$ cat src/rtl/simd_dot_accum.sv
// rtl/simd_dot_accum.sv - signed SIMD dot-product reduction tree with group accumulator
//
// Purpose: each accepted vector of LANES signed lanes is summed by a registered
// binary adder tree, and the tree sums are accumulated until a vector tagged
// in_last closes the group. The group result and its vector count are then
// presented on a valid/ready result handshake.
//
// Ports:
//   clk        - single clock, all registers update on its rising edge
//   rst_n      - asynchronous active-low reset
//   in_data    - LANES x LANE_W signed lanes, lane i at [LANE_W*(i+1)-1 : LANE_W*i]
//   in_valid   - in_data is valid this cycle
//   in_last    - this vector closes the current dot product
//   in_ready   - block accepts a vector this cycle
//   out_data   - completed dot-product sum (signed, wraps modulo 2^ACC_W)
//   out_count  - number of vectors in the group (saturates at 65535)
//   out_valid  - result valid
//   out_ready  - downstream accepts the result
//
// LANES must be a power of two, at least 2; ACC_W must exceed LANE_W+log2(LANES).
module simd_dot_accum #(
    parameter int LANES  = 32,
    parameter int LANE_W = 16,
    parameter int ACC_W  = 48
) (
    input  logic                    clk,
    input  logic                    rst_n,
    input  logic [LANES*LANE_W-1:0] in_data,
    input  logic                    in_valid,
    input  logic                    in_last,
    output logic                    in_ready,
    output logic signed [ACC_W-1:0] out_data,
    output logic [15:0]             out_count,
    output logic                    out_valid,
    input  logic                    out_ready
);
    localparam int LVL = $clog2(LANES);
    localparam int TW  = LANE_W + LVL;

    logic                    en;
    logic signed [ACC_W-1:0] acc_d, acc_q;
    logic [15:0]             cnt_d, cnt_q;
    logic signed [ACC_W-1:0] out_data_d, out_data_q;
    logic [15:0]             out_count_d, out_count_q;
    logic                    out_valid_d, out_valid_q;

    // A held result that downstream has not taken freezes the whole pipe,
    // so nothing can overwrite it.
    assign en       = !(out_valid_q && !out_ready);
    assign in_ready = en;

    // Level k holds LANES>>k partial sums, each one bit wider than its inputs.
    for (genvar k = 1; k <= LVL; k++) begin : g_lvl
        localparam int N = LANES >> k;
        localparam int W = LANE_W + k;

        logic signed [W-2:0] src [2*N];
        logic                src_vld;
        logic                src_lst;
        logic signed [W-1:0] sum_d [N];
        logic signed [W-1:0] sum_q [N];
        logic                vld_d, vld_q;
        logic                lst_d, lst_q;

        if (k == 1) begin : g_in
            for (genvar j = 0; j < 2*N; j++) begin : g_lane
                assign src[j] = in_data[LANE_W*j +: LANE_W];
            end
            assign src_vld = in_valid;
            // A last tag on a bubble means nothing, so drop it here.
            assign src_lst = in_valid && in_last;
        end else begin : g_prev
            for (genvar j = 0; j < 2*N; j++) begin : g_lane
                assign src[j] = g_lvl[k-1].sum_q[j];
            end
            assign src_vld = g_lvl[k-1].vld_q;
            assign src_lst = g_lvl[k-1].lst_q;
        end

        always_comb begin
            for (int i = 0; i < N; i++) begin
                sum_d[i] = sum_q[i];
                if (en) begin
                    sum_d[i] = {src[2*i][W-2], src[2*i]} + {src[2*i+1][W-2], src[2*i+1]};
                end
            end
            vld_d = en ? src_vld : vld_q;
            lst_d = en ? src_lst : lst_q;
        end

        always_ff @(posedge clk or negedge rst_n) begin
            if (!rst_n) begin
                for (int i = 0; i < N; i++) begin
                    sum_q[i] <= '0;
                end
                vld_q <= 1'b0;
                lst_q <= 1'b0;
            end else begin
                for (int i = 0; i < N; i++) begin
                    sum_q[i] <= sum_d[i];
                end
                vld_q <= vld_d;
                lst_q <= lst_d;
            end
        end
    end

    logic signed [TW-1:0]    tree_sum;
    logic                    tree_vld;
    logic                    tree_lst;
    logic signed [ACC_W-1:0] tree_ext;
    logic signed [ACC_W-1:0] acc_sum;
    logic [15:0]             cnt_inc;

    assign tree_sum = g_lvl[LVL].sum_q[0];
    assign tree_vld = g_lvl[LVL].vld_q;
    assign tree_lst = g_lvl[LVL].lst_q;
    assign tree_ext = {{(ACC_W-TW){tree_sum[TW-1]}}, tree_sum};
    assign acc_sum  = acc_q + tree_ext;
    assign cnt_inc  = (cnt_q == 16'hFFFF) ? cnt_q : cnt_q + 16'd1;

    always_comb begin
        acc_d       = acc_q;
        cnt_d       = cnt_q;
        out_data_d  = out_data_q;
        out_count_d = out_count_q;
        out_valid_d = out_valid_q;
        if (out_ready) begin
            out_valid_d = 1'b0;
        end
        if (en && tree_vld) begin
            if (tree_lst) begin
                // Closing vector: publish the group and start the next one
                // from zero on the same edge, so back-to-back groups need no gap.
                out_data_d  = acc_sum;
                out_count_d = cnt_inc;
                out_valid_d = 1'b1;
                acc_d       = '0;
                cnt_d       = '0;
            end else begin
                acc_d = acc_sum;
                cnt_d = cnt_inc;
            end
        end
    end

    always_ff @(posedge clk or negedge rst_n) begin
        if (!rst_n) begin
            acc_q       <= '0;
            cnt_q       <= '0;
            out_data_q  <= '0;
            out_count_q <= '0;
            out_valid_q <= 1'b0;
        end else begin
            acc_q       <= acc_d;
            cnt_q       <= cnt_d;
            out_data_q  <= out_data_d;
            out_count_q <= out_count_d;
            out_valid_q <= out_valid_d;
        end
    end

    assign out_data  = out_data_q;
    assign out_count = out_count_q;
    assign out_valid = out_valid_q;
endmodule
$ cat config.mk
export PLATFORM = sky130hd
export DESIGN_NAME = simd_dot_accum
export DESIGN_NICKNAME = d
export VERILOG_FILES = /design/src/rtl/simd_dot_accum.sv
export SDC_FILE = /design/constraint.sdc
export NUM_CORES = 2
export LEC_CHECK = 0
export BUFFER_PORTS_ARGS = -buffer_cell sky130_fd_sc_hd__buf_2
export CAP_MARGIN = 20
export CORE_ASPECT_RATIO = 1.2
export CORE_UTILIZATION = 45
export DETAILED_ROUTE_END_ITERATION = 10
export SYNTH_ARGS = -nofsm -noshare
export SYNTH_HDL_FRONTEND = slang
export SYNTH_SLANG_ARGS = --single-unit
$ cat constraint.sdc
create_clock -name clk -period 5 [get_ports clk]
set_clock_uncertainty 0.05 [all_clocks]
set_input_delay 0.75 -clock clk [delete_from_list [all_inputs] [get_ports clk]]
set_output_delay 0.75 -clock clk [all_outputs]
set_load 0.02 [all_outputs]
# Word-level counts from Yosys, hierarchy flattened
# Cells that the tools add are included.
[classes]
add_sub_neg = 33
multipliers = 0
n_div = 0
magnitude_cmp = 0
eq_ne = 1
shift = 0
muxes = 6
n_bitwise = 0
reduce_logical = 6
[op_table]
columns = ["op", "n"]
rows = [
  ["$add A16 B16 Y17", 16],
  ["$add A17 B17 Y18", 8],
  ["$add A18 B18 Y19", 4],
  ["$add A48 B21 Y48", 1],
  ["$mux W48", 1],
  ["$add A19 B19 Y20", 2],
  ["$mux W16", 2],
  ["$add A20 B20 Y21", 1],
  ["$add A16 B1 Y16 const B", 1],
  ["$eq A16 B16 Y1 const B", 1],
  ["$logic_and A1 B1 Y1", 3],
  ["$mux W1", 3],
  ["$logic_not A1 Y1", 2],
  ["$reduce_and A2 Y1", 1],
]
[totals]
reg_bits = 692
latchBits = 0
ramBits = 0
romBits = 0
in_bits = 517
out_inout_bits = 66
memories = 0

# Longest topological paths before layout
[depth]
depth_word = 5
depth_mapped = 13

# Worst setup path before layout
# OpenSTA, ideal clock, no wires.
[synth_path]
path_kind = "register -> register"
from = "register g_lvl[5].sum_q[20] in the netlist's numbering"
to = "register acc_q[47]"
setup_time_ns = 0.126
arrival_ns = 3.154
required_time_ns = 4.824
path_slack_ns = 1.670
stages_incl_launch_ff = 13
synth_period_minus_slack_ns = 3.330
cell_sequence = "dfrtp_1 -> ha_1 -> buf_6 -> a21o_1 -> a21o_1 -> a221oi_2 -> o221ai_1 -> a21oi_2 -> a211oi_4 -> o2111ai_2 -> a21oi_1 -> or2_0 -> a221o_1"
[synth_via]
elab_chain_cells = 2
[synth_lines]
columns = ["element", "line_no", "source"]
rows = [
  ["start: declaration", "61", "logic signed [W-1:0] sum_q [N];"],
  ["start signal: indexed assignment", "100", "sum_q[i] <= sum_d[i];"],
  ["$add A48 B21 Y48", "119", "assign acc_sum = acc_q + tree_ext;"],
  ["$mux W48", "132", "if (tree_lst) begin"],
  ["end signal: assignment", "149", "acc_q <= '0;"],
  ["end signal: assignment", "155", "acc_q <= acc_d;"],
  ["end: declaration", "41", "logic signed [ACC_W-1:0] acc_d, acc_q;"],
]
# No other way between the ends.
# A chain may end at the register's enable or synchronous reset.

# Worst setup path after layout
[layout_path]
from = "register g_lvl[5].sum_q[20] in the netlist's numbering"
to = "register acc_q[46]"
# The elaborated chain is that of the path after synthesis.

==> results_dict.tcl <==
set metrics [dict create \
    yosysWarnings 0 \
    synth_edf_count 0 \
    drc 54 \
    synth_seq_cells 692 \
    syn_avg_cell_area_um2 8.879 \
    worstMarginPinSlew_ps 1045 \
    grt_pass1_vias 39163 \
    grt_max_degree 212 \
    cts_tree "done" \
    via_per_inst 5.362 \
    io_buffers 582 \
    layout-drive-gt1-share_pct 14.07 \
    cts_max_level 3 \
    whs_ps 113.6 \
    finalSetupTns_ps 0 \
    num-nets-final 7082 \
    grt_overflow 0 \
    clk_path_buf_depth 3 \
    cts_buffers 80 \
    start_kind "flop" \
    slew_headroom_pct 30.32 \
    postSynthCellCount 5445 \
    cp.arrival_ps 4080 \
    post-route-min-period_ps 3620 \
    synth_cell_types 86 \
    violations "design-rule violations" \
    grt_antenna_before_repair 2 \
    setup_viol 0 \
    finalCritPeriodShare_pct 72.39 \
    final_common_cell "nand2_1" \
    rows 131 \
    ctsHoldBuffers 0 \
    cts_setup_buffers 0 \
    fillCellCount 10224 \
    gp_congestion 0.8891 \
    peakVddDrop_uv 284.8 \
    core-area_mm2 0.1064 \
    routedWlPerCell_um 15.92 \
    dr.pass1.iters 8 \
    initial_core_util_pct 45.45 \
    path_clk_slew_ps 60 \
    ys.flop_type "dfrtp_1" \
    crit_fanout 14 \
    syn_nets 6564 \
    power_density_mw_per_mm2 663.2 \
    finalHoldViolCount 0 \
    cts_root_buffer "clkbuf_16" \
    die_w_um 301.2 \
    worstSetupPathType "reg -> reg" \
    ioPinCount 583 \
    drt_iter0_drc 1879 \
    grt_pass1_wl_um 194800 \
    die-area_mm2 0.1088 \
    cp-end-kind "flop" \
    gr-usage-all-layers_pct 21.51 \
    num_vias 39780 \
    required_ps 5460 \
    wirelength_um 118100 \
    maxSlewViolCount 0 \
    ys_seq_area_share_pct 35.82 \
    max-cap-violations 0 \
    layout_common_cells "nand2_1 (710), dfrtp_1 (692), a21oi_1 (679)" \
    ctsResizeCount 0 \
    power_leakage_nw 26.34 \
    setup.reg_to_reg.worst_slack_ps 1380 \
    synthesis.area_mm2 0.04835 \
    outcome "finished with violations" \
    die_h_um 361.1 \
    hold_path.class "in -> async" \
    cts_sinks 692 \
    area_growth_pct 14.69 \
    ant_nets 0 \
    clk_latency_ps 620 \
    postLayoutCoreUtil_pct 52.13 \
    rsz0062_at_grt "no" \
    hpwl_um 90430 \
    synth-async-reset-ratio_pct 100.0 \
    fmax_ghz 0.2763 \
]
path summary, 6_finish.rpt:
check                                   startpoint                  to  cells after the start
worst max-delay path            g_lvl[5].sum_q[20]           acc_q[46]                     10
worst min-delay path                         rst_n        out_count[6]                      1
worst max register to register  g_lvl[5].sum_q[20]           acc_q[46]                     10
worst min register to register  g_lvl[1].sum_q[60]  g_lvl[1].sum_q[60]                      2
max in group asynchronous                    rst_n  g_lvl[1].sum_q[89]                      2
min in group clk                          in_valid      g_lvl[1].vld_q                      3
flip-flops by register name, summed over array words and instances, names as in the netlist:
name and flops:
acc_q 48, cnt_q 16, g_lvl.lst_q 5, g_lvl.sum_q 553, g_lvl.vld_q 5, out_count 16
out_data 48, out_valid 1
cells in the mapped netlist (57+ instances only):
library cell	number	area, µm²
a21o_1	141	1059
dfrtp_1	692	17320
nand2_1	712	2673
o31ai_1	60	450.4
nor2b_1	57	356.6
nand3_1	74	370.4
nor2_1	432	1622
a21oi_1	679	3398
inv_1	158	593.1
ha_1	570	7132
xor2_1	188	1647
nand2b_1	58	362.9
clkbuf_1	151	566.8
nor3_1	106	530.5
xnor2_1	255	2233
o21ai_0	413	2067
critical path, cell delays in order, from the launching register on:
cell       delay, ps
dfrtp_1          590
ha_1             480
and2_1           230
nand3_1          110
or3_1            470
nor4_1           570
a2111oi_0        230
nor2_1           260
a31oi_1          140
xor2_1           180
o31ai_1          200
through the flow:
stage                     setup slack (ps)  instance area (µm²)  std cells  total power, mW
final                                 1380                55450       7419            36.78
after global routing                  1182                55450       7419            40.28
after CTS                             1343                55450       7417            37.29
after detailed placement              1049                52650       7277            30.75
after global placement                1034                52650       7277            30.41
after floorplan                       1670                48350       5445            25.54
cell type report:
cell class / instances / area, µm² / area share (%)
well taps: 1396 / 1747 / 3.150
clock inverters: 32 / 506.7 / 0.9138
flip-flops and latches: 692 / 17320 / 31.23
repair buffers: 607 / 3223 / 5.812
clock buffers: 108 / 2288 / 4.127
inverters: 159 / 604.3 / 1.090
multi-input cells: 4423 / 29760 / 53.67
diodes: 2 / 5.005 / 0.009025
report_power, final:
group / internal, mW / switching [mW]
logic: 9.01 / 11.5
registers: 8.18 / 1.80
clock network: 3.87 / 2.39
total: 21.1 / 15.7
cell families after synthesis:
group / Yosys count / share of synthesized area [%]
AND/OR/NAND/NOR: 1636 / 15.05
flip-flops: 692 / 35.82
buffers and inverters: 330 / 2.681
adder cells (fa/ha/maj): 602 / 16.08
AO/OA/AOI/OAI: 1695 / 21.26
multiplexers: 46 / 1.048
XOR/XNOR: 444 / 8.072
layer usage:
metal	share of wire [%]	wire [µm]	GRT usage (%)	vias up
met3	3.5	4189	2.210	131
met2	49	57560	37.30	623
met5	0	0	0	-
met1	46	54300	28.57	18543
li1	-	-	-	20483
met4	1.8	2082	5.046	0
No activity file was read; power rests on OpenSTA's default activity.
